--- src/rtl/if_prefetch_queue_if.sv ---
// ---------------------------------------------------------------------------
// if_prefetch_queue_if
//   Bundles the fetch-side memory port, the decode handshake and the
//   redirect signals of the instruction prefetch queue.
//
//   Parameters: XLEN (PC/address width), DEPTH (queue entries, sizes count_o)
//
//   Signals:
//     imem_req_o / imem_addr_o        fetch request and word address
//     imem_gnt_i                      memory accepts the request this cycle
//     imem_rvalid_i / imem_rdata_i    fetch data, one cycle after the grant
//     inst_valid_o / inst_o / inst_pc_o / inst_ready_i
//                                     decode handshake and head entry
//     redirect_i / redirect_pc_i      taken branch/jump and its target
//     count_o                         queue occupancy
//
//   Modports:
//     master  the prefetch queue itself
//     slave   the environment (memory port, decode stage, EX/MEM redirect)
// ---------------------------------------------------------------------------
interface if_prefetch_queue_if #(
    parameter int XLEN  = 32,
    parameter int DEPTH = 4
);
    localparam int CNT_W = $clog2(DEPTH) + 1;

    logic             imem_req_o;
    logic [XLEN-1:0]  imem_addr_o;
    logic             imem_gnt_i;
    logic             imem_rvalid_i;
    logic [31:0]      imem_rdata_i;
    logic             inst_valid_o;
    logic [31:0]      inst_o;
    logic [XLEN-1:0]  inst_pc_o;
    logic             inst_ready_i;
    logic             redirect_i;
    logic [XLEN-1:0]  redirect_pc_i;
    logic [CNT_W-1:0] count_o;

    modport master (
        output imem_req_o, imem_addr_o, inst_valid_o, inst_o, inst_pc_o, count_o,
        input  imem_gnt_i, imem_rvalid_i, imem_rdata_i, inst_ready_i,
               redirect_i, redirect_pc_i
    );

    modport slave (
        input  imem_req_o, imem_addr_o, inst_valid_o, inst_o, inst_pc_o, count_o,
        output imem_gnt_i, imem_rvalid_i, imem_rdata_i, inst_ready_i,
               redirect_i, redirect_pc_i
    );
endinterface

--- src/rtl/if_prefetch_queue.sv ---
// ---------------------------------------------------------------------------
// if_prefetch_queue
//   Instruction-fetch front end for the pipelined RV32I core. Issues word
//   fetches to the shared memory port (which may deny them), buffers the
//   returned instructions with their PCs in a DEPTH-entry FIFO and hands
//   them to decode through a valid/ready handshake. A redirect flushes the
//   queue and the in-flight fetch and restarts fetching at the target.
//
//   Parameters:
//     XLEN      PC/address width
//     DEPTH     FIFO entries, power of two >= 2 (>= 3 for one inst/cycle)
//     RESET_PC  first fetch address after reset
//
//   Ports:
//     clk   rising-edge clock
//     rst   asynchronous, active-low reset
//     bus   if_prefetch_queue_if.master (memory port, decode, redirect)
//
//   Build option:
//     PREFETCH_BYPASS_EN  when defined, a response arriving while the FIFO
//                         is empty is presented to decode in the same cycle
//                         (and only written if decode does not take it).
// ---------------------------------------------------------------------------
module if_prefetch_queue #(
    parameter int              XLEN     = 32,
    parameter int              DEPTH    = 4,
    parameter logic [XLEN-1:0] RESET_PC = '0
) (
    input  logic                  clk,
    input  logic                  rst,
    if_prefetch_queue_if.master   bus
);
    localparam int PTR_W = $clog2(DEPTH);
    localparam int CNT_W = PTR_W + 1;
    localparam logic [CNT_W:0]    DEPTH_L    = (CNT_W + 1)'(DEPTH);
    localparam logic [XLEN-1:0]   RESET_PC_A = {RESET_PC[XLEN-1:2], 2'b00};

    // Control state (reset)
    logic [XLEN-1:0]  fetch_pc;
    logic             pending_p1;
    logic [CNT_W-1:0] count_q;
    logic [PTR_W-1:0] rd_ptr;
    logic [PTR_W-1:0] wr_ptr;

    // Data state (no reset)
    logic [XLEN-1:0]  req_pc_p1;
    logic [XLEN-1:0]  pc_mem   [DEPTH];
    logic [31:0]      inst_mem [DEPTH];

    logic             redirect;
    logic [CNT_W:0]   inflight;
    logic             req;
    logic             fire;
    logic             accept;
    logic             fifo_empty;
    logic             head_vld;
    logic             push;
    logic             pop;
    logic             inst_valid;
    logic [31:0]      inst;
    logic [XLEN-1:0]  inst_pc;
    logic             unused_bits;

    // Low two bits of the redirect target are dropped by construction.
    assign unused_bits = &{1'b0, bus.redirect_pc_i[1:0]};

    assign redirect = bus.redirect_i;

    // Room check counts buffered entries plus the outstanding fetch and
    // deliberately ignores a pop in the same cycle, keeping the request
    // path independent of decode's ready.
    assign inflight   = {1'b0, count_q} + {{CNT_W{1'b0}}, pending_p1};
    assign req        = rst && !redirect && (inflight < DEPTH_L);
    assign fire       = req && bus.imem_gnt_i;

    // Data with no outstanding fetch is stray and never enters the queue.
    assign accept     = bus.imem_rvalid_i && pending_p1 && !redirect;

    assign fifo_empty = (count_q == '0);
    assign head_vld   = rst && !redirect && !fifo_empty;
    assign pop        = head_vld && bus.inst_ready_i;

`ifdef PREFETCH_BYPASS_EN
    logic bypass;

    // A response landing on an empty queue goes straight to decode; it is
    // only stored when decode stalls this cycle.
    assign bypass     = accept && fifo_empty;
    assign inst_valid = head_vld || bypass;
    assign inst       = bypass ? bus.imem_rdata_i : inst_mem[rd_ptr];
    assign inst_pc    = bypass ? req_pc_p1        : pc_mem[rd_ptr];
    assign push       = accept && !(bypass && bus.inst_ready_i);
`else
    assign inst_valid = head_vld;
    assign inst       = inst_mem[rd_ptr];
    assign inst_pc    = pc_mem[rd_ptr];
    assign push       = accept;
`endif

    assign bus.imem_req_o   = req;
    assign bus.imem_addr_o  = fetch_pc;
    assign bus.inst_valid_o = inst_valid;
    assign bus.inst_o       = inst;
    assign bus.inst_pc_o    = inst_pc;
    assign bus.count_o      = count_q;

    // ---- stage p0 -> p1: request issue, pointer and occupancy update ----
    always_ff @(posedge clk or negedge rst) begin
        if (!rst) begin
            fetch_pc   <= RESET_PC_A;
            pending_p1 <= 1'b0;
            count_q    <= '0;
            rd_ptr     <= '0;
            wr_ptr     <= '0;
        end else if (redirect) begin
            fetch_pc   <= {bus.redirect_pc_i[XLEN-1:2], 2'b00};
            pending_p1 <= 1'b0;
            count_q    <= '0;
            rd_ptr     <= '0;
            wr_ptr     <= '0;
        end else begin
            if (fire) begin
                fetch_pc <= fetch_pc + XLEN'(4);
            end
            // A denied request leaves nothing outstanding; it is retried
            // from the unchanged fetch_pc next cycle.
            pending_p1 <= fire;
            if (push) begin
                wr_ptr <= wr_ptr + PTR_W'(1);
            end
            if (pop) begin
                rd_ptr <= rd_ptr + PTR_W'(1);
            end
            case ({push, pop})
                2'b10:   count_q <= count_q + CNT_W'(1);
                2'b01:   count_q <= count_q - CNT_W'(1);
                default: count_q <= count_q;
            endcase
        end
    end

    // ---- stage p1 -> queue: capture request PC, write returned entry ----
    always_ff @(posedge clk) begin
        if (fire) begin
            req_pc_p1 <= fetch_pc;
        end
        if (push) begin
            pc_mem[wr_ptr]   <= req_pc_p1;
            inst_mem[wr_ptr] <= bus.imem_rdata_i;
        end
    end
endmodule

--- src/flat_wrapper.sv ---
// flat-port wrapper written by rule: the top's interface ports become plain ports
module if_prefetch_queue_flat 
#(
    parameter int              XLEN     = 32,
    parameter int              DEPTH    = 4,
    parameter logic [XLEN-1:0] RESET_PC = '0
)
  (clk, rst, bus_imem_req_o, bus_imem_addr_o, bus_inst_valid_o, bus_inst_o, bus_inst_pc_o, bus_count_o, bus_imem_gnt_i, bus_imem_rvalid_i, bus_imem_rdata_i, bus_inst_ready_i, bus_redirect_i, bus_redirect_pc_i);
  if_prefetch_queue_if #(.XLEN(XLEN), .DEPTH(DEPTH)) bus_i ();
  input  logic clk;
  input  logic rst;
  output wire logic [$bits(bus_i.imem_req_o)-1:0] bus_imem_req_o;
  output wire logic [$bits(bus_i.imem_addr_o)-1:0] bus_imem_addr_o;
  output wire logic [$bits(bus_i.inst_valid_o)-1:0] bus_inst_valid_o;
  output wire logic [$bits(bus_i.inst_o)-1:0] bus_inst_o;
  output wire logic [$bits(bus_i.inst_pc_o)-1:0] bus_inst_pc_o;
  output wire logic [$bits(bus_i.count_o)-1:0] bus_count_o;
  input wire logic [$bits(bus_i.imem_gnt_i)-1:0] bus_imem_gnt_i;
  input wire logic [$bits(bus_i.imem_rvalid_i)-1:0] bus_imem_rvalid_i;
  input wire logic [$bits(bus_i.imem_rdata_i)-1:0] bus_imem_rdata_i;
  input wire logic [$bits(bus_i.inst_ready_i)-1:0] bus_inst_ready_i;
  input wire logic [$bits(bus_i.redirect_i)-1:0] bus_redirect_i;
  input wire logic [$bits(bus_i.redirect_pc_i)-1:0] bus_redirect_pc_i;
  assign bus_imem_req_o = bus_i.imem_req_o;
  assign bus_imem_addr_o = bus_i.imem_addr_o;
  assign bus_inst_valid_o = bus_i.inst_valid_o;
  assign bus_inst_o = bus_i.inst_o;
  assign bus_inst_pc_o = bus_i.inst_pc_o;
  assign bus_count_o = bus_i.count_o;
  assign bus_i.imem_gnt_i = bus_imem_gnt_i;
  assign bus_i.imem_rvalid_i = bus_imem_rvalid_i;
  assign bus_i.imem_rdata_i = bus_imem_rdata_i;
  assign bus_i.inst_ready_i = bus_inst_ready_i;
  assign bus_i.redirect_i = bus_redirect_i;
  assign bus_i.redirect_pc_i = bus_redirect_pc_i;
  if_prefetch_queue #(.XLEN(XLEN), .DEPTH(DEPTH), .RESET_PC(RESET_PC)) u_core (.clk(clk), .rst(rst), .bus(bus_i));
endmodule
--- config.mk ---
export PLATFORM = sky130hd
export DESIGN_NAME = if_prefetch_queue_flat
export DESIGN_NICKNAME = d
export VERILOG_FILES = /design/src/rtl/if_prefetch_queue_if.sv /design/src/rtl/if_prefetch_queue.sv /design/src/flat_wrapper.sv
export SDC_FILE = /design/constraint.sdc
export NUM_CORES = 1
export LEC_CHECK = 0
export BUFFER_PORTS_ARGS = -buffer_cell sky130_fd_sc_hd__buf_2
export CORE_MARGIN = 5
export CORE_UTILIZATION = 45
export DETAILED_ROUTE_END_ITERATION = 10
export PLACE_DENSITY_LB_ADDON = 0.15
export SLEW_MARGIN = 40
export SYNTH_ARGS = -nofsm -noshare
export SYNTH_HDL_FRONTEND = slang
export SYNTH_SLANG_ARGS = --single-unit
--- constraint.sdc ---
create_clock -name clk -period 6.9 [get_ports clk]
set_input_delay 0.345 -clock clk [delete_from_list [all_inputs] [get_ports clk]]
set_output_delay 0.345 -clock clk [all_outputs]
set_load 0.01 [all_outputs]
Yosys cells after proc, flatten, opt, wreduce, memory -nomap -nowiden

Memory sizes are Yosys's and may differ from the RTL's.
Cells that the tools add are included.

Bits in registers: 72
Latch bits: 0
Memory bits (writable): 256
Memory bits (read-only): 0
Input bits: 70
Output and inout port bits: 101
Word-level logic and storage cells: 42
Memories: 2

Add/sub/neg operators: 6
Multipliers: 0
Divide/modulo/power cells: 0
Order comparisons: 1
Eq/ne operators: 2
Shift operators: 0
Muxes and demuxes: 11
Bitwise operators: 0
Reduce and logical (&&, ||, !) cells: 14

Memories:

| name            | words | width | rd ports | clocked after Yosys merged registers in | write ports | line                    | source |
|---|---|---|---|---|---|---|---|
| u_core.inst_mem | 4     | 32    | 1        | 0                                       | 1           | if_prefetch_queue.sv:48 | `logic [31:0] inst_mem [DEPTH];` |
| u_core.pc_mem   | 4     | 32    | 1        | 0                                       | 1           | if_prefetch_queue.sv:47 | `logic [XLEN-1:0] pc_mem [DEPTH];` |

Operators with widths:

| cell                                                | number |
|---|---|
| 2-to-1 mux 32 bit                                   | 2 |
| adder 32 x 3 -> 32 bit (second input constant)      | 1 |
| 2-to-1 mux 2 bit                                    | 4 |
| logical AND 1 bit                                   | 7 |
| one-hot mux 3 bit (2 select lines)                  | 1 |
| nonzero test 2 bit                                  | 3 |
| adder 2 x 1 -> 2 bit (second input constant)        | 2 |
| adder 3 x 1 -> 4 bit                                | 1 |
| < comparator 4 x 3 -> 1 bit (second input constant) | 1 |
| adder 3 x 1 -> 3 bit (second input constant)        | 1 |
| logical NOT 3 bit                                   | 1 |
| 2-to-1 mux 1 bit                                    | 3 |
| 2-to-1 mux 3 bit                                    | 1 |
| nonzero test 3 bit                                  | 1 |
| subtractor 3 x 1 -> 3 bit (second input constant)   | 1 |
| == test 2 x 1 -> 1 bit (second input constant)      | 1 |
| == test 2 bit (second input constant)               | 1 |
| logical NOT 1 bit                                   | 2 |

Longest topological paths before layout

Gate-level depths: netlist of the first run.

Depth after elaboration: 7
Gate-level depth with buffers: 8
Gate-level depth less buffers: 8

Least setup slack after synthesis of the first run

OpenSTA, ideal clock, no wires.

Path type: reg-to-reg
Start point: reg u_core.pending_p1
End point: mem u_core.inst_mem[0][0] (enable)
Setup time: 426 ps
Arrival time: 2,189 ps
Data required time: 6,474 ps
Setup slack: 4,285 ps
Cell stages (with the launch flop): 4
Buffers on the path: 0
Clock period less this slack: 2,615 ps
Path through: dfrtp_1 nand2_1 nor2_1 and2_1

Cells in the longest elaborated chain, start to end: 4

RTL lines:

| what                                   | line                     | source |
|---|---|---|
| start, declared                        | if_prefetch_queue.sv:40  | `logic pending_p1;` |
| start signal, assigned                 | if_prefetch_queue.sv:127 | `pending_p1 <= fire;` |
| logical AND 1 bit (2 in series)        | if_prefetch_queue.sv:77  | `assign accept = bus.imem_rvalid_i && pending_p1 && !redirect;` |
| 2-to-1 mux 1 bit                       | if_prefetch_queue.sv:147 | `if (push) begin` |
| 2-to-1 mux 1 bit (implied by the code) | if_prefetch_queue.sv:149 | `inst_mem[wr_ptr] <= bus.imem_rdata_i;` |
| end, declared                          | if_prefetch_queue.sv:48  |  |

Every way passes these cells.

Final worst setup path of the first run

Start point: reg u_core.rd_ptr[0]
End point: out bus_inst_o[6]

Cells in the longest elaborated chain, start to end: 1

RTL lines:

| what                     | line                     | source |
|---|---|---|
| start, declared          | if_prefetch_queue.sv:42  | `logic [PTR_W-1:0] rd_ptr;` |
| start signal, assigned   | if_prefetch_queue.sv:132 | `rd_ptr <= rd_ptr + PTR_W'(1);` |
| memory read (4 x 32 bit) | --                       |  |
| end, declared            | flat_wrapper.sv:15       | `output wire logic [$bits(bus_i.inst_o)-1:0] bus_inst_o;` |

Every way passes these cells.

==> summary.txt, run 1 <==
run status - completed
P_leak - 5.07 nW
post-layout util - 54.4%
Yosys reg bits - 316
Fmax - 317 MHz
Reg2Reg Launch Point - u_core.bus.count_o[1]
Max IR drop VDD - 140 uV
area of the multi-input gates - 2710 um2
Core Region - 26800 um2
CTS sink count - 316
Max clock buf depth - 3
asr flop ratio synth - 12.0%
family with the most delay on the worst path - buffers and inverters
WP data required - 6.55 ns
Fin Hold WS - 0.0606 ns
post-CTS resize count - 0
Max Clock Skew - 0.0180 ns
slowest stage delay, CP - 0.83 ns
final estimated routing congestion in global placement - 0.867
Tmin final - 3.15 ns
# DRC - 0
hold path startpoint - bus_redirect_pc_i[17]
Std-Cell Rows - 60
Netlist cell types - 49
Slew HR - 54.0%
dpl hpwl - 16000 um
final cell count without fillers - 1176
Syn Area/Cell - 19.3 um2
Reg area - 9310 um2
Max-cap violations - 0
initial core utilization - 45.5%
PortBufs - 164
CTS tree - yes
dpl cells - 1116
Slew Viols, Final - 0
clock transition at the registers of the reported paths - 0.06 ns
total gr overflow - 0
largest net degree at the start of global routing - 51
fin crit share - 45.7%
EDFF count, synth - 278
diodes inserted - 0
first-pass GRT wire length - 40000 um
Die X-Extent - 175 um
WS Path Type - register to primary output
buffers inserted by post-CTS timing repair - 0
critical path endpoint category - primary output
Die Ht - 175 um
Worst Path Arrival - 2.81 ns
slowest CP cell - dfrtp_4
cells along the critical path - buf_4 -> mux4_2 -> buf_2
antenna violations before repair - 0
register area share after synthesis - 76.3%
RSZ-0062 raised after global routing - no
total CTS buffers - 34
layout filler cell count - 2126
drt pass-1 iters - 8
Worst-Skew Late Latency - 0.50 ns
Final Hold Viols - 0
Power Density - 278 nW/um2
GRT Resource Usage Total - 16.6%
Main synth FF type - edfxtp_1
CTS root buffer - clkbuf_16
# H-tree levels - 2
actual slew at the worst max-slew pin - 0.690 ns
wirelength, routed - 25400 um
Worst Setup Start Kind - register
CP startpoint - u_core.rd_ptr[0]
vias - 6488
Post-Syn Instances - 632
Crit Path Max Fanout - 34
setup violators final - 0
CTS Hold Bufs - 1
warning count from the yosys run - 0
wire per inst - 21.6 um
HP Class - input pin to register
antenna-violating nets left - 0
initial DRC count - 457
vias per inst - 5.52
# IOs - 171
Die ar. - 30500 um2
post-route setup TNS - 0 ns
Final nets - 888
Buf/Inv on CP - 2
layout cells sized above 1 - 35.4%
number of global-route vias before repair - 6897
Layout area overhead - 19.6%
Cell Area, Synth - 12200 um2
cell families (layout without fill, tap and decap cells):
logic type / count (synthesis) / count (layout) / share of synthesized area (%)
simple gates: 129 / 129 / 5.59
other cells: 1 / 4 / 0.0308
mux: 65 / 65 / 11.7
fa+ha+maj: 6 / 6 / 0.677
buf+inv: 42 / 242 / 1.70
xor+xnor: 8 / 8 / 0.575
compound gates: 65 / 65 / 3.43
flops: 316 / 316 / 76.3
cell usage after synthesis, types with 3 or more instances:
cell | count | area, um2
ha_1 | 5 | 62.6
dfrtp_1 | 38 | 951
nand3_1 | 21 | 105
and3_1 | 5 | 31.3
mux4_2 | 62 | 1400
nand4_1 | 14 | 87.6
xnor2_1 | 3 | 26.3
o211ai_1 | 5 | 37.5
nand2_1 | 32 | 120
xor2_1 | 5 | 43.8
edfxtp_1 | 278 | 8350
or3_1 | 4 | 25.0
nor2b_1 | 3 | 18.8
a21oi_1 | 6 | 30.0
o311ai_1 | 6 | 52.6
clkbuf_1 | 17 | 63.8
a31oi_1 | 9 | 56.3
nor3_1 | 5 | 25.0
o21ai_0 | 22 | 110
and2_1 | 9 | 56.3
nor2_1 | 24 | 90.1
a32oi_1 | 5 | 43.8
buf_4 | 5 | 37.5
buf_2 | 9 | 45.0
o21ai_1 | 4 | 20.0
mux2i_1 | 3 | 30.0
inv_1 | 7 | 26.3
registers in the layout (all words and copies together) (netlist names):
signal,count
u_core.bus.imem_addr_o,30
u_core.pending_p1,1
u_core.rd_ptr,2
u_core.wr_ptr,2
u_core.req_pc_p1,30
u_core.pc_mem,120
u_core.bus.count_o,3
u_core.inst_mem,128
path summary, 6_finish.rpt:
kind	cells past startpoint	endpoint	slack [ns]
worst max register to register	7	u_core.bus.imem_addr_o[25]	4.21
worst max-delay path	3	bus_inst_o[6]	3.75
min in group asynchronous	2	u_core.bus.count_o[0]	0.37
max in group asynchronous	2	u_core.rd_ptr[1]	6.10
worst min register to register	0	u_core.pc_mem[0][6]	0.50
worst min-delay path	3	u_core.bus.imem_addr_o[17]	0.06
layout make-up:
cell class                      count  area share (%)
Timing Repair Buffer              175            6.94
Multi-Input combinational cell    277            18.6
Tap cell                          341            2.93
Clock buffer                       46            6.43
Sequential cell                   316            63.9
Clock inverter                     13            1.02
Inverter                            8           0.240
per-stage QoR:
stage	setup WS [ns]	power, W	area, um2
4_1_cts	3.59	0.00411	14600
6_report	3.75	0.00406	14600
3_5_place_dp	3.79	0.00234	13500
2_1_floorplan	4.28	0.00225	12200
5_1_grt	3.46	0.00421	14600
3_3_place_gp	3.64	0.00233	13300
report_power, final:
part           leakage [nW]  internal, W  switching (W)
sequential             2.98      0.00211      0.0000463
combinational          1.57    0.0000607      0.0000859
clock                 0.522      0.00107       0.000688
total                  5.07      0.00324       0.000820
worst reg2reg max path: cells and delay by family (launching register included):
family / cells / cell delay [ns]
simple gates: 3 / 1.02
buf+inv: 2 / 0.65
compound gates: 2 / 0.47
flops: 1 / 0.43
layer usage:
metal / up-vias / routed length [um] / global-route usage, %
li1: 2921 / - / -
met1: 3274 / 11000 / 23.5
met2: 256 / 12300 / 26.7
met3: 37 / 1690 / 3.81
met4: 0 / 435 / 3.93
met5: - / 0 / 0
cell usage in the layout (no fill, tap or decap), types with 5 or more instances in the layout:
| cell type | n |
|---|---|
| a21oi_1 | 6 |
| a31oi_1 | 9 |
| a32oi_1 | 5 |
| and2_1 | 5 |
| and3_1 | 5 |
| buf_12 | 8 |
| buf_2 | 162 |
| clkbuf_1 | 9 |
| clkbuf_16 | 35 |
| dfrtp_1 | 36 |
| edfxtp_1 | 278 |
| ha_1 | 5 |
| inv_1 | 7 |
| mux4_2 | 62 |
| nand2_1 | 32 |
| nand3_1 | 21 |
| nand4_1 | 14 |
| nor2_1 | 24 |
| nor3_1 | 5 |
| o211ai_1 | 5 |
| o21ai_0 | 22 |
| o311ai_1 | 6 |
| xor2_1 | 5 |
Note: power is estimated with default switching activity, not from simulation.
==> run 2: changes to the inputs <==
==> constraint.sdc (replaced) <==
create_clock -name clk -period 2.85 [get_ports clk]
set_input_delay 0.1425 -clock clk [delete_from_list [all_inputs] [get_ports clk]]
set_output_delay 0.1425 -clock clk [all_outputs]
set_load 0.01 [all_outputs]
==> run 2 against run 1 <==
Compared with the run above:
- utilization increased by 2.5 points
- sequential share of layout area fell by 2.8 points
- routed wire length up 2.3%
- critical path depth did not move
- sequential power rose by 140%
- clock skew is 0.0059 ns lower
- worst setup slack worse by 3.3 ns
- die area did not move
- combinational power grew to 2.9 times the previous value
- flip-flop and latch count stayed put
- critical path type unchanged
- largest power group unchanged
- highest routed layer unchanged
==> summary.txt, run 2 (same netlist as run 1, synthesis figures left out) <==
run status - completed
Std-Cell Rows - 60
most common cell after layout, fill and taps aside - edfxtp_1
WP data required - 2.71 ns
final instance area - 15200 um2
Max clock buf depth - 3
R2R depth - 7
PortBufs - 164
family with the most delay on the worst path - flip-flops
antenna-violating nets left - 0
total CTS buffers - 34
first-pass GRT wire length - 41500 um
initial DRC count - 472
P_leak - 5.37 nW
setup violators final - 0
slowest stage delay, CP - 0.76 ns
GRT Resource Usage Total - 17.3%
Die Ht - 175 um
final estimated routing congestion in global placement - 0.835
HP Class - input pin to register
# IOs - 171
number of global-route vias before repair - 7196
actual slew at the worst max-slew pin - 0.753 ns
RSZ-0062 raised after global routing - no
Post-DP Area - 13500 um2
# H-tree levels - 2
r2r setup slk - 0.47 ns
vias - 6802
dpl hpwl - 16800 um
Reg2Reg Launch Point - u_core.pending_p1
drt pass-1 iters - 4
critical path endpoint category - primary output
WHS Path Cells - 2
Slew Viols, Final - 0
Max IR drop VDD - 368 uV
vias per inst - 5.42
buffers inserted by post-CTS timing repair - 0
Final Hold Viols - 0
Hold Path Sink - u_core.wr_ptr[0]
CTS tree - yes
CTS sink count - 316
Worst-Skew Late Latency - 0.49 ns
Largest regs - u_core.inst_mem: 128 flops, u_core.pc_mem: 120 flops
Layout area overhead - 25.0%
initial core utilization - 45.5%
WS Path Type - register to primary output
Crit Path Max Fanout - 27
post-layout util - 56.9%
Die ar. - 30500 um2
post-route setup TNS - 0 ns
Worst R2R End - u_core.bus.imem_addr_o[7]
Slew HR - 49.6%
Worst Path Arrival - 2.28 ns
commonest non-fill, non-tap cells in the layout - edfxtp_1, buf_2, dlygate4sd3_1
Largest Register - u_core.inst_mem
largest net degree at the start of global routing - 35
slowest CP cell - dfrtp_4
Die X-Extent - 175 um
clock transition at the registers of the reported paths - 0.06 ns
Worst Setup Start Kind - register
antenna violations before repair - 0
hold path startpoint - bus_redirect_i
CTS root buffer - clkbuf_16
Tmin final - 2.43 ns
diodes inserted - 0
cells along the critical path - buf_12 -> mux4_2 -> buf_2
wire per inst - 20.7 um
layout cells sized above 1 - 33.2%
Power Density - 641 nW/um2
total gr overflow - 0
Max Clock Skew - 0.0121 ns
Max-cap violations - 0
Fmax - 412 MHz
Fin Hold WS - 0.0300 ns
Core Region - 26800 um2
fin crit share - 85.1%
Buf/Inv on CP - 2
Final nets - 964
# DRC - 0
wirelength, routed - 26000 um
Largest register FFs - 128
-- run 2: changes by cell type in the layout (fill, tap and decap cells not counted) --
cell / delta
nor3_2: +1
dlygate4sd3_1: +63
buf_4: +13
bufinv_16: -2
buf_2: +2
clkbuf_16: +2
buf_12: -2
clkinv_1: +3
nor3_4: -1
clkbuf_8: -1
clkinvlp_4: -3
inv_6: -1
clkbuf_1: +6
clkinv_2: -1
-- run 2: how the worst max path moves through the flow --
stage	start	endpoint	slack, ns	cells past startpoint
after floorplan	u_core.pending_p1	u_core.inst_mem[0][0]	0.23	3
after global placement	u_core.bus.count_o[1]	u_core.bus.imem_addr_o[2]	0.58	6
after detailed placement	u_core.pending_p1	u_core.bus.imem_addr_o[12]	0.50	7
after CTS	u_core.rd_ptr[0]	bus_inst_o[14]	0.33	3
after global routing	u_core.rd_ptr[0]	bus_inst_o[14]	0.25	3
final	u_core.rd_ptr[0]	bus_inst_o[14]	0.42	3
-- run 2: power by group --
group	switching [W]	internal, W
Clock	0.00162	0.00249
Sequential	0.000115	0.00511
Combinational	0.000220	0.000206
Total	0.00195	0.00781
-- run 2: what timing repair did --
item | 4_1_cts | 5_1_grt
resized for setup | 0 | 0
setup endpoints to repair | 0 | 0
hold buffers | 64 | 0
hold endpoints to repair | 197 | 0
-- run 2: cell type report --
cell class	count	area [um2]
Inverter	8	35.0
Clock buffer	53	996
Timing Repair Buffer	251	1710
Tap cell	341	427
Fill cell	2025	11600
Clock inverter	9	63.8
Multi-Input combinational cell	277	2700
Sequential cell	316	9310
-- run 2: per-stage QoR --
step                power, W  cells  worst slack [ns]
finish               0.00976   1255             0.424
global placement     0.00566   1129             0.580
floorplan            0.00546    635             0.235
detailed placement   0.00568   1129             0.501
global route          0.0101   1255             0.252
CTS                  0.00988   1255             0.332
-- run 2: routing by layer --
metal,wire length (um),global-route usage (%)
met3,1430,3.40
met5,0,0
met1,11500,24.5
met2,12700,28.3
met4,331,3.57
